[src/rtl/timeout_timer.sv]
// Programmable timeout timer: prescaled step counter with one-shot or periodic
// expiry, a one-cycle expire pulse and a sticky reached flag.
module timeout_timer #(
    parameter int WIDTH    = 16,
    parameter int PRESCALE = 1
) (
    input  logic             tick,
    input  logic             reset,
    input  logic             start,
    input  logic             stop,
    input  logic             mode,
    input  logic [WIDTH-1:0] limit,
    input  logic             clear,
    output logic [WIDTH-1:0] count,
    output logic             running,
    output logic             reached,
    output logic             expire
);

    localparam logic [1:0] IDLE = 2'd0;
    localparam logic [1:0] RUN  = 2'd1;
    localparam logic [1:0] DONE = 2'd2;

    localparam int             PW       = (PRESCALE > 1) ? $clog2(PRESCALE) : 1;
    localparam logic [PW-1:0]  PRE_LAST = PW'(PRESCALE - 1);

    logic [1:0]       state_q,   state_d;
    logic [WIDTH-1:0] count_q,   count_d;
    logic [WIDTH-1:0] limit_q,   limit_d;
    logic [PW-1:0]    pre_q,     pre_d;
    logic             mode_q,    mode_d;
    logic             reached_q, reached_d;
    logic             expire_q,  expire_d;
    logic             step;
    logic             at_limit;
    logic             set_reached;

    assign step     = (state_q == RUN) && (pre_q == PRE_LAST);
    assign at_limit = (count_q == limit_q);

    // Priority: stop (only meaningful in RUN) over start over normal counting.
    always_comb begin
        state_d     = state_q;
        count_d     = count_q;
        limit_d     = limit_q;
        pre_d       = pre_q;
        mode_d      = mode_q;
        expire_d    = 1'b0;
        set_reached = 1'b0;

        if (stop && (state_q == RUN)) begin
            state_d = IDLE;
            pre_d   = '0;
        end else if (start) begin
            state_d = RUN;
            limit_d = limit;
            mode_d  = mode;
            count_d = '0;
            pre_d   = '0;
        end else if (state_q == RUN) begin
            if (step) begin
                pre_d = '0;
                if (at_limit) begin
                    expire_d    = 1'b1;
                    set_reached = 1'b1;
                    if (mode_q) begin
                        count_d = '0;
                    end else begin
                        state_d = DONE;
                    end
                end else begin
                    count_d = count_q + 1'b1;
                end
            end else begin
                pre_d = pre_q + 1'b1;
            end
        end

        // A new timeout outranks a simultaneous clear.
        if (set_reached) begin
            reached_d = 1'b1;
        end else if (clear) begin
            reached_d = 1'b0;
        end else begin
            reached_d = reached_q;
        end
    end

    always_ff @(posedge tick or negedge reset) begin
        if (!reset) begin
            state_q   <= IDLE;
            count_q   <= '0;
            limit_q   <= '0;
            pre_q     <= '0;
            mode_q    <= 1'b0;
            reached_q <= 1'b0;
            expire_q  <= 1'b0;
        end else begin
            state_q   <= state_d;
            count_q   <= count_d;
            limit_q   <= limit_d;
            pre_q     <= pre_d;
            mode_q    <= mode_d;
            reached_q <= reached_d;
            expire_q  <= expire_d;
        end
    end

    assign count   = count_q;
    assign running = (state_q == RUN);
    assign reached = reached_q;
    assign expire  = expire_q;

endmodule

[config.mk]
export PLATFORM = sky130hd
export DESIGN_NAME = timeout_timer
export DESIGN_NICKNAME = d
export VERILOG_FILES = /design/src/rtl/timeout_timer.sv
export SDC_FILE = /design/constraint.sdc
export NUM_CORES = 1
export LEC_CHECK = 0
export BUFFER_PORTS_ARGS = -buffer_cell sky130_fd_sc_hd__buf_2
export CAP_MARGIN = 20
export CORE_ASPECT_RATIO = 0.5
export CORE_MARGIN = 8
export CORE_UTILIZATION = 30
export CTS_CLUSTER_SIZE = 12
export DETAILED_ROUTE_END_ITERATION = 8
export HOLD_SLACK_MARGIN = 0.05
export REMOVE_ABC_BUFFERS = 1
export SLEW_MARGIN = 20
export SYNTH_ARGS = -nofsm -noshare
export SYNTH_HDL_FRONTEND = slang
export SYNTH_SLANG_ARGS = --single-unit
[constraint.sdc]
create_clock -name tick -period 3.34 [get_ports tick]
set_clock_uncertainty 0.05 [all_clocks]
set_input_delay 0.334 -clock tick [delete_from_list [all_inputs] [get_ports tick]]
set_output_delay 0.334 -clock tick [all_outputs]
set_load 0.05 [all_outputs]
# After elaboration in Yosys (flattened, before gate mapping)
# Cells that the tools add are included.
# W data, S select, Z words.
[totals]
regBits = 38
out_inout_bits = 19
[op_classes]
addsub = 2
n_reduce_logical = 11
n_bitwise = 2
muxes = 22
eq_ne = 4
[ops]
columns = ["op", "count"]
rows = [
  ["$mux W16", 5],
  ["$add A16 B1 Y16 const B", 1],
  ["$eq A16 B16 Y1", 1],
  ["$mux W2", 6],
  ["$mux W1", 11],
  ["$reduce_bool A3 Y1", 3],
  ["$reduce_and A4 Y1", 2],
  ["$reduce_bool A2 Y1", 3],
  ["$ne A3 B2 Y1 const B", 1],
  ["$ne A3 B3 Y1 const B", 1],
  ["$eq A2 B1 Y1 const B", 1],
  ["$logic_and A1 B1 Y1", 2],
  ["$not A1 Y1", 2],
  ["$reduce_and A2 Y1", 1],
  ["$add A1 B1 Y1 const B", 1],
]

# Longest topological paths before layout
# Gate-level depths: netlist (run 1).
[logic_depth]
depth_word = 7
mapped_depth = 7

# Least setup slack after synthesis (run 1)
# Ideal clock, no wire load.
[synth_path]
path_kind = "reg-to-reg"
startpoint = "register count_q[10] (netlist: count[10])"
endpoint = "register count_q[9] (netlist: count[9])"
arrival_ps = 2042
path_buffers = 2
required_time_ps = 3222
stages_incl_launch_ff = 8
setup_ps = 68
synth_period_minus_slack_ps = 2160
path_slack_ps = 1180
path_cell_list = "dfrtp_1 clkbuf_1 xor2_1 nor4_1 nand4_1 o31ai_2 buf_4 a22o_1"
[synth_between]
elab_chain_len = 5
word_cells_on_any_way = 7
classes_between = "eq/ne (2); mux (4); reduce/logical (1)"
[synth_rtl]
columns = ["item", "line", "source"]
rows = [
  ["start: declaration", "28", "logic [WIDTH-1:0] count_q, count_d;"],
  ["start signal: assignment", "100", "count_q <= count_d;"],
  ["$eq A16 B16 Y1 (*)", "39", "assign at_limit = (count_q == limit_q);"],
  ["$mux W16", "63", "if (at_limit) begin"],
  ["$mux W16", "61", "if (step) begin"],
  ["$mux W16", "60", "end else if (state_q == RUN) begin"],
  ["$mux W16", "54", "end else if (start) begin"],
]
# Mark *: on every way between the ends. The rest lies on a longest branch, timed or not. The select of a mux whose other input is x is not followed.
# A chain may end at the register's enable or synchronous reset.

# Worst setup path after layout (run 1)
[layout_path]
startpoint = "register count_q[5] (netlist: count[5])"
endpoint = "register state_q[1]"
[layout_between]
elab_chain_len = 3
[layout_rtl]
columns = ["item", "line", "source"]
rows = [
  ["$eq A16 B16 Y1", "39", ""],
  ["$reduce_bool A3 Y1 (no source line)", "--", ""],
  ["$reduce_and A4 Y1 (no source line)", "--", ""],
  ["end signal: assignment", "99", "state_q <= state_d;"],
  ["end: declaration", "27", "logic [1:0] state_q, state_d;"],
]
# No other way between the ends.

==> results of run 1 <==
-- metrics by stage --
stage                     utilization, %  std cells  cell area (um2)  worst slack (ns)
after global placement              34.6        314             2290             0.800
after CTS                           36.7        320             2430             0.670
final                               36.7        320             2430             0.630
after detailed placement            34.6        314             2290             0.681
after global routing                36.7        320             2430             0.437
after floorplan                        -        181             1970             0.819
-- routing by layer --
| metal | global-route usage [%] | vias to the layer above |
|---|---|---|
| met4 | 3.37 | 0 |
| met2 | 16.8 | 42 |
| met5 | 0 | - |
| met3 | 2.63 | 9 |
| met1 | 13.1 | 781 |
| li1 | - | 790 |
-- critical path: stages (launching register included) --
cell     delay, ns
dfrtp_1       0.51
xor2_1        0.22
nor4_1        0.42
nand4_1       0.59
or4_1         0.67
a21oi_1       0.17
-- where the power goes --
part	internal [mW]	switching (mW)
combinational	0.0997	0.154
sequential	0.512	0.0606
clock	0.288	0.162
total	0.900	0.377
-- registers in the layout, summed over array words and instances (netlist names) --
signal,count
count,16
mode_q,1
limit_q,16
expire,1
reached,1
pre_q,1
state_q,2
-- cell families after synthesis --
family,after synthesis,synth area share (%)
multiplexers,20,10.9
AO/OA/AOI/OAI,36,12.2
XOR/XNOR,16,6.92
adder cells (fa/ha/maj),1,0.618
buffers and inverters,17,3.71
flip-flops,38,46.9
AND/OR/NAND/NOR,66,18.7
-- worst paths after layout --
kind | from | to | slack (ns)
min reg2reg | reached | reached | 0.44
max reg2reg | count[5] | state_q[1] | 0.63
max in group asynchronous | reset | limit_q[14] | 2.59
max | count[5] | state_q[1] | 0.63
min in group tick | stop | expire | 0.22
min | reset | expire | 0.11
-- cell usage in the layout, fill, tap and decap left out, types with 2 or more instances in the layout --
cell	synthesis	routed
nor3b_1	3	3
nand2b_1	3	3
nor3_1	6	6
nand2_1	9	9
nor4b_1	2	2
a22o_1	5	5
buf_2	6	40
clkbuf_16	0	5
inv_1	4	4
nand3_1	7	7
mux2i_1	3	3
nor4_1	7	7
and4_1	2	2
and3_1	2	2
o2bb2ai_1	6	6
nor2_1	9	9
o21ai_1	2	2
o21ai_0	10	10
a21oi_1	6	6
mux2_2	17	17
xor2_1	16	16
nand4_1	8	8
or3_1	2	2
a21o_1	2	2
nor2b_1	2	2
dfrtp_1	38	38
-- final cells by class --
cell class / instances / area [um2] / area share (%)
sequential: 38 / 951 / 39.2
tap: 92 / 115 / 4.74
clock buffer: 6 / 139 / 5.72
timing repair buffer: 41 / 208 / 8.56
multi-input combinational: 139 / 1000 / 41.2
inverter: 4 / 15.0 / 0.619
==> flow_summary_export.csv, run 1 <==
group,metric,value,unit
status,outcome,"completed",
routing,wl_met1,2380,um
floorplan,initial_core_util,30.6,%
yosys,ys_top_cells_by_area,"dfrtp_1 47%, mux2_2 9.5%, xor2_1 6.9%",
global_route,grt_pass1_wl,8070,um
clocking,cts_resized,0,
min_path,hp-class,"in2async",
routing,ant_nets,0,
placed_design,hpwl,3630,um
routing,routedWlPerCell,15.7,um
clocking,cts_tree,"done",
timing,relSlewSlack,43.9,%
timing,period_share,81.1,%
final_layout,syn_to_final_growth,19.8,%
floorplan,dieArea,9800,um2
flow_run,maxCapViolations,0,
yosys,synth_seq_cells,38,
setup_path,critical_path_class,"reg2reg",
power,p_per_area,526,nW/um2
timing,slew_viol_final,0,
yosys,syn_avg_cell_area,10.4,um2
timing,tns,0,ns
setup_path,worst_r2r_path_depth,5,
global_route,grt.total_usage,10.2,%
routing,wl_met2,2340,um
placed_design,port_buffers,40,
clocking,insertion_delay,0.28,ns
power,p_leak,1.10,nW
yosys,syn_inst,194,
yosys,synth_most_common_cell,"dfrtp_1",
clocking,cts_hold_buffers,0,
routing,vias,1622,
yosys,synth_edf_count,0,
routing,wl,5030,um
timing,tightest_slew,0.842,ns
clocking,cts_sinks,38,
clocking,clock_path_buffers,2,
timing,holdWs,0.111,ns
timing,rsz0062_at_grt,"no",
floorplan,design.core.area,6620,um2
yosys,synth_cell_types,37,
global_route,grt.overflow.total,0,
routing,routed.top_layer,"met4",
placed_design,place_congestion,0.872,
timing,finalSetupViolCount,0,
yosys,syn_area,2030,um2
routing,drtIter0Drc,89,
floorplan,rows,21,
floorplan,die_w,132,um
setup_path,required,3.49,ns
clocking,cts_setup_buffers,0,
floorplan,io_pins,41,
timing,hold_violations,0,
yosys,synth.yosys.seq_area_share,46.9,%
clocking,clkTransAtPathRegs,0.05,ns
clocking,numCtsBuffers,5,
global_route,grt_pass1_vias,1557,
setup_path,path_max_fanout,15,
routing,drc,0,
routing,via_per_inst,5.07,
yosys,synth_top_area_cell,"dfrtp_1",
final_layout,final_layout_size_suffix_gt1_share,28.9,%
final_layout,diodes,0,
yosys,synth_common_cells,"38 x dfrtp_1, 17 x mux2_2, 16 x xor2_1",
yosys,synth_flop_cell,"dfrtp_1",
routing,wl_met3,234,um
floorplan,die_h,74.1,um
power,power,1.28,mW
global_route,grt_max_degree,39,
setup_path,cp.arrival,2.86,ns
timing,post-route-min-period,2.71,ns
timing,max_freq,0.369,GHz
clocking,cts_max_level,2,
routing,first_pass_iters,4,
clocking,clockRootBuffer,"clkbuf_16",
yosys,yosys_warnings,0,
yosys,synth.top_cell.area_share,46.9,%
yosys,postSynth.asyncResetShare,100,%
global_route,antenna_found_initial,0,
final_layout,fillers,672,
final_layout,fin_nets,252,
power,peakVddDrop,0.210,mV
setup_path,crit_path_end_kind,"flip-flop",
setup_path,cp-start-kind,"flip-flop",
Note: power is estimated with default switching activity, not from simulation.
==> run 2, diff against run 1 <==
==> constraint.sdc (replaced) <==
create_clock -name tick -period 2.7 [get_ports tick]
set_clock_uncertainty 0.05 [all_clocks]
set_input_delay 0.27 -clock tick [delete_from_list [all_inputs] [get_ports tick]]
set_output_delay 0.27 -clock tick [all_outputs]
set_load 0.05 [all_outputs]
==> flow_summary_export.csv, run 2 (synthesized netlist as in run 1, its figures left out) <==
group,metric,value,unit
power,p_per_area,684,nW/um2
clocking,clockRootBuffer,"clkbuf_16",
global_route,use_met2,17.7,%
power,power,1.70,mW
placed_design,dp_worst_setup_slack,0.457,ns
flow_run,maxCapViolations,0,
final_layout,stdcell_count,324,
setup_path,crit_path_end_kind,"flip-flop",
clocking,cts_hold_buffers,0,
placed_design,port_buffers,40,
min_path,hp-class,"in2async",
timing,finalSetupViolCount,0,
final_layout,diodes,0,
setup_path,r2r-end,"count[5]",
routing,wl,5050,um
clocking,cts_setup_buffers,0,
timing,rsz0062_at_grt,"no",
global_route,antenna_found_initial,0,
routing,first_pass_iters,4,
setup_path,required,2.87,ns
final_layout,final_layout_size_suffix_gt1_share,30.2,%
final_layout,mostFrequentLayoutCell,"buf_2",
clocking,cts_sinks,38,
timing,hold_violations,0,
floorplan,die_h,74.1,um
final_layout,syn_to_final_growth,22.4,%
global_route,grt_pass1_wl,8220,um
timing,post-route-min-period,2.23,ns
clocking,cts_max_level,2,
setup_path,cp-start-kind,"flip-flop",
floorplan,rows,21,
global_route,grt.overflow.total,0,
placed_design,placed_cells,317,
floorplan,initial_core_util,30.6,%
routing,via_per_inst,5.02,
global_route,grt.total_usage,10.6,%
setup_path,worst_r2r_path_depth,7,
timing,tightest_slew,0.873,ns
clocking,insertion_delay,0.28,ns
timing,slew_viol_final,0,
power,p_leak,1.13,nW
setup_path,cp_common_cell,"buf_4",
routing,ant_nets,0,
final_layout,layout_common_cells,"40 x buf_2, 38 x dfrtp_1, 17 x mux2_2",
final_layout,fin_nets,255,
timing,holdWs,0.0537,ns
power,peakVddDrop,0.242,mV
global_route,grt_pass1_vias,1526,
timing,tns,0,ns
setup_path,cp_cell_sequence,"xor2_1 -> nor4_1 -> nand4_1 -> buf_4 -> o31ai_2 -> buf_4 -> a22o_1",
status,outcome,"completed",
final_layout,multi_input_area,1000,um2
timing,max_freq,0.449,GHz
clocking,cts_tree,"done",
placed_design,hpwl,3670,um
clocking,clock_path_buffers,2,
global_route,grtUsageMet1,12.7,%
floorplan,die_w,132,um
routing,drc,0,
placed_design,place_congestion,0.860,
setup_path,crit_buf_inv,2,
timing,setup_ws,0.471,ns
setup_path,slowest_stage,"dfrtp_1",
final_layout,seqCellArea,951,um2
routing,routedWlPerCell,15.6,um
routing,drtIter0Drc,102,
final_layout,fillers,673,
setup_path,crit_family,"simple AND/OR/NAND/NOR gates",
clocking,numCtsBuffers,5,
setup_path,r2r_slack,0.47,ns
floorplan,dieArea,9800,um2
clocking,cts_resized,0,
setup_path,slowest_delay,0.48,ns
routing,vias,1625,
setup_path,cp.arrival,2.40,ns
setup_path,critical_path_class,"reg2reg",
global_route,grt_max_degree,39,
floorplan,io_pins,41,
floorplan,design.core.area,6620,um2
clocking,clkTransAtPathRegs,0.05,ns
global_route,grt.busiest_layer,"met2",
setup_path,r2r_start,"count[7]",
setup_path,path_max_fanout,15,
timing,relSlewSlack,41.8,%
timing,period_share,82.6,%
global_route,gr-usage-met3,3.50,%
## run 2: cell count changes in the layout (fill, tap and decap cells not counted), sizes merged
cell	before	now
buf	41	44
bufinv	0	1
## run 2: metal layers
layer / wire [um] / part of all wire, %
met1: 2240 / 44
met5: 0 / 0
met4: 77 / 1.5
met2: 2460 / 49
met3: 268 / 5.3
## run 2: how the worst max path moves through the flow
stage,startpoint,to,slack (ns),cells after the start
after floorplan,count[6],count[5],0.18,5
after global placement,count[7],count[9],0.48,7
after detailed placement,count[7],count[5],0.46,7
after CTS,count[7],count[5],0.43,7
after global routing,count[7],count[9],0.32,7
final,count[7],count[5],0.47,7
## run 2: layout make-up
class	count	share of cell area, %
tap	92	4.64
clock inverter	1	1.21
timing repair buffer	44	9.28
sequential	38	38.3
multi-input combinational	139	40.3
inverter	4	0.605
clock buffer	6	5.60
## run 2: through the flow
stage	utilization, %	instance area [um2]
global route	37.5	2480
detailed placement	34.9	2310
finish	37.5	2480
floorplan	-	1970
global placement	34.9	2310
CTS	37.5	2480
## run 2: where the power goes
| group | internal (mW) | leakage [nW] | total, mW | switching (mW) |
|---|---|---|---|---|
| sequential | 0.633 | 0.487 | 0.709 | 0.0762 |
| clock | 0.455 | 0.0829 | 0.673 | 0.218 |
| combinational | 0.123 | 0.559 | 0.313 | 0.190 |
| total | 1.21 | 1.13 | 1.70 | 0.484 |
==> run 3, diff against run 2 <==
==> constraint.sdc (replaced) <==
create_clock -name tick -period 2.2 [get_ports tick]
set_clock_uncertainty 0.05 [all_clocks]
set_input_delay 0.22 -clock tick [delete_from_list [all_inputs] [get_ports tick]]
set_output_delay 0.22 -clock tick [all_outputs]
set_load 0.05 [all_outputs]
==> flow_summary_export.csv, run 3 (synthesized netlist as in run 1, its figures left out) <==
group,metric,value,unit
placed_design,port_buffers,40,
placed_design,placed_area,2420,um2
clocking,clockRootBuffer,"clkbuf_16",
setup_path,critPathLaunch,"count[1]",
setup_path,crit_path_end_kind,"flip-flop",
timing,slew_viol_final,0,
global_route,grt_max_degree,39,
placed_design,place_congestion,0.823,
clocking,clkTransAtPathRegs,0.06,ns
final_layout,layout_common_cells,"40 x buf_2, 38 x dfrtp_1, 19 x buf_4",
timing,relSlewSlack,41.4,%
status,outcome,"completed",
power,p_leak,1.21,nW
setup_path,cp-start-kind,"flip-flop",
routing,wl,5380,um
power,power,2.01,mW
timing,period_share,94.2,%
timing,finalSetupViolCount,0,
final_layout,fin_nets,272,
global_route,antenna_found_initial,0,
final_layout,final_layout_size_suffix_gt1_share,34.8,%
final_layout,mostFrequentLayoutCell,"buf_2",
global_route,grt_pass1_wl,8830,um
placed_design,hpwl,3980,um
clocking,clock_path_buffers,2,
timing,hold_violations,0,
global_route,grt.total_usage,11.2,%
final_layout,fillers,673,
setup_path,path_max_fanout,7,
clocking,cts_max_level,2,
setup_path,r2r_start,"count[1]",
setup_path,cp.arrival,2.23,ns
min_path,min_from,"stop",
routing,first_pass_iters,4,
timing,rsz0062_at_grt,"no",
timing,max_freq,0.483,GHz
final_layout,seqCellArea,951,um2
floorplan,die_w,132,um
routing,drc,0,
final_layout,diodes,0,
final_layout,utilization,39.2,%
floorplan,initial_core_util,30.6,%
clocking,cts_sinks,38,
global_route,grt_pass1_vias,1770,
setup_path,r2r_slack,0.13,ns
floorplan,die_h,74.1,um
timing,tightest_slew,0.878,ns
timing,post-route-min-period,2.07,ns
clocking,insertion_delay,0.28,ns
final_layout,fin_area,2600,um2
routing,vias,1716,
clocking,numCtsBuffers,5,
routing,routedWlPerCell,15.7,um
final_layout,multi_input_area,1010,um2
min_path,hp-class,"in2reg",
final_layout,syn_to_final_growth,28.3,%
global_route,grt.overflow.total,0,
power,peakVddDrop,0.301,mV
routing,ant_nets,0,
floorplan,dieArea,9800,um2
setup_path,required,2.36,ns
floorplan,io_pins,41,
flow_run,maxCapViolations,0,
timing,setup_ws,0.128,ns
power,p_per_area,774,nW/um2
setup_path,critical_path_class,"reg2reg",
routing,drtIter0Drc,77,
placed_design,dp_worst_setup_slack,0.0591,ns
floorplan,rows,21,
clocking,cts_tree,"done",
floorplan,design.core.area,6620,um2
routing,via_per_inst,5.02,
-- run 3: cell types whose count changed in the layout (fill, tap and decap cells not counted) --
| cell | delta |
|---|---|
| buf_6 | +1 |
| clkbuf_1 | +1 |
| dlygate4sd3_1 | +1 |
| buf_4 | +15 |
| nor4_2 | +1 |
| nor4_1 | -1 |
| clkinv_2 | +1 |
| bufinv_16 | -1 |
-- run 3: power breakdown --
| part | leakage, nW | internal, mW | switching [mW] | total (mW) |
|---|---|---|---|---|
| Clock | 0.0739 | 0.449 | 0.269 | 0.718 |
| Sequential | 0.487 | 0.778 | 0.0693 | 0.847 |
| Combinational | 0.649 | 0.176 | 0.271 | 0.447 |
-- run 3: cell type report --
type / count / area share (%)
Sequential cell: 38 / 36.6
Multi-Input combinational cell: 139 / 38.7
Tap cell: 92 / 4.43
Inverter: 4 / 0.578
Clock buffer: 7 / 5.49
Timing Repair Buffer: 61 / 14.0
Clock inverter: 1 / 0.193
-- run 3: stage by stage --
step / instances / setup TNS [ns] / hold WS (ns)
after global placement: 332 / 0 / 0.329
after floorplan: 181 / -3.97 / -0.126
after detailed placement: 332 / 0 / 0.337
final: 342 / 0 / 0.114
after CTS: 341 / 0 / 0.117
after global routing: 342 / 0 / 0.118
-- run 3: metal layers --
metal  vias to the layer above  GRT usage (%)  share of wire, %
met5                         -              0                 0
met4                         0           3.87              0.95
met3                         7           2.63               4.9
met2                        48           20.3                52
met1                       840           13.1                42
li1                        821              -                 -
-- run 3: repair_timing --
item	in CTS	in global routing
hold endpoints to repair	28	0
endpoints found under the setup margin	1	18
resized for setup	0	2
setup buffers	0	1
hold buffers	1	0
pin swaps	1	0
-- run 3: final timing paths --
kind / endpoint / depth (start not counted)
worst min-delay path: expire / 2
worst max-delay path: state_q[1] / 6
worst min register to register: reached / 1
worst max register to register: state_q[1] / 6
max in group asynchronous: count[8] / 2
min in group asynchronous: count[2] / 2
-- run 3: worst max-delay path, cell delays in order, from the launching register on --
cell and delay, ns:
dfrtp_1 0.45, xor2_1 0.17, nor4_1 0.36, nand4_1 0.14, buf_4 0.18, or4_1 0.46, a21oi_1 0.16
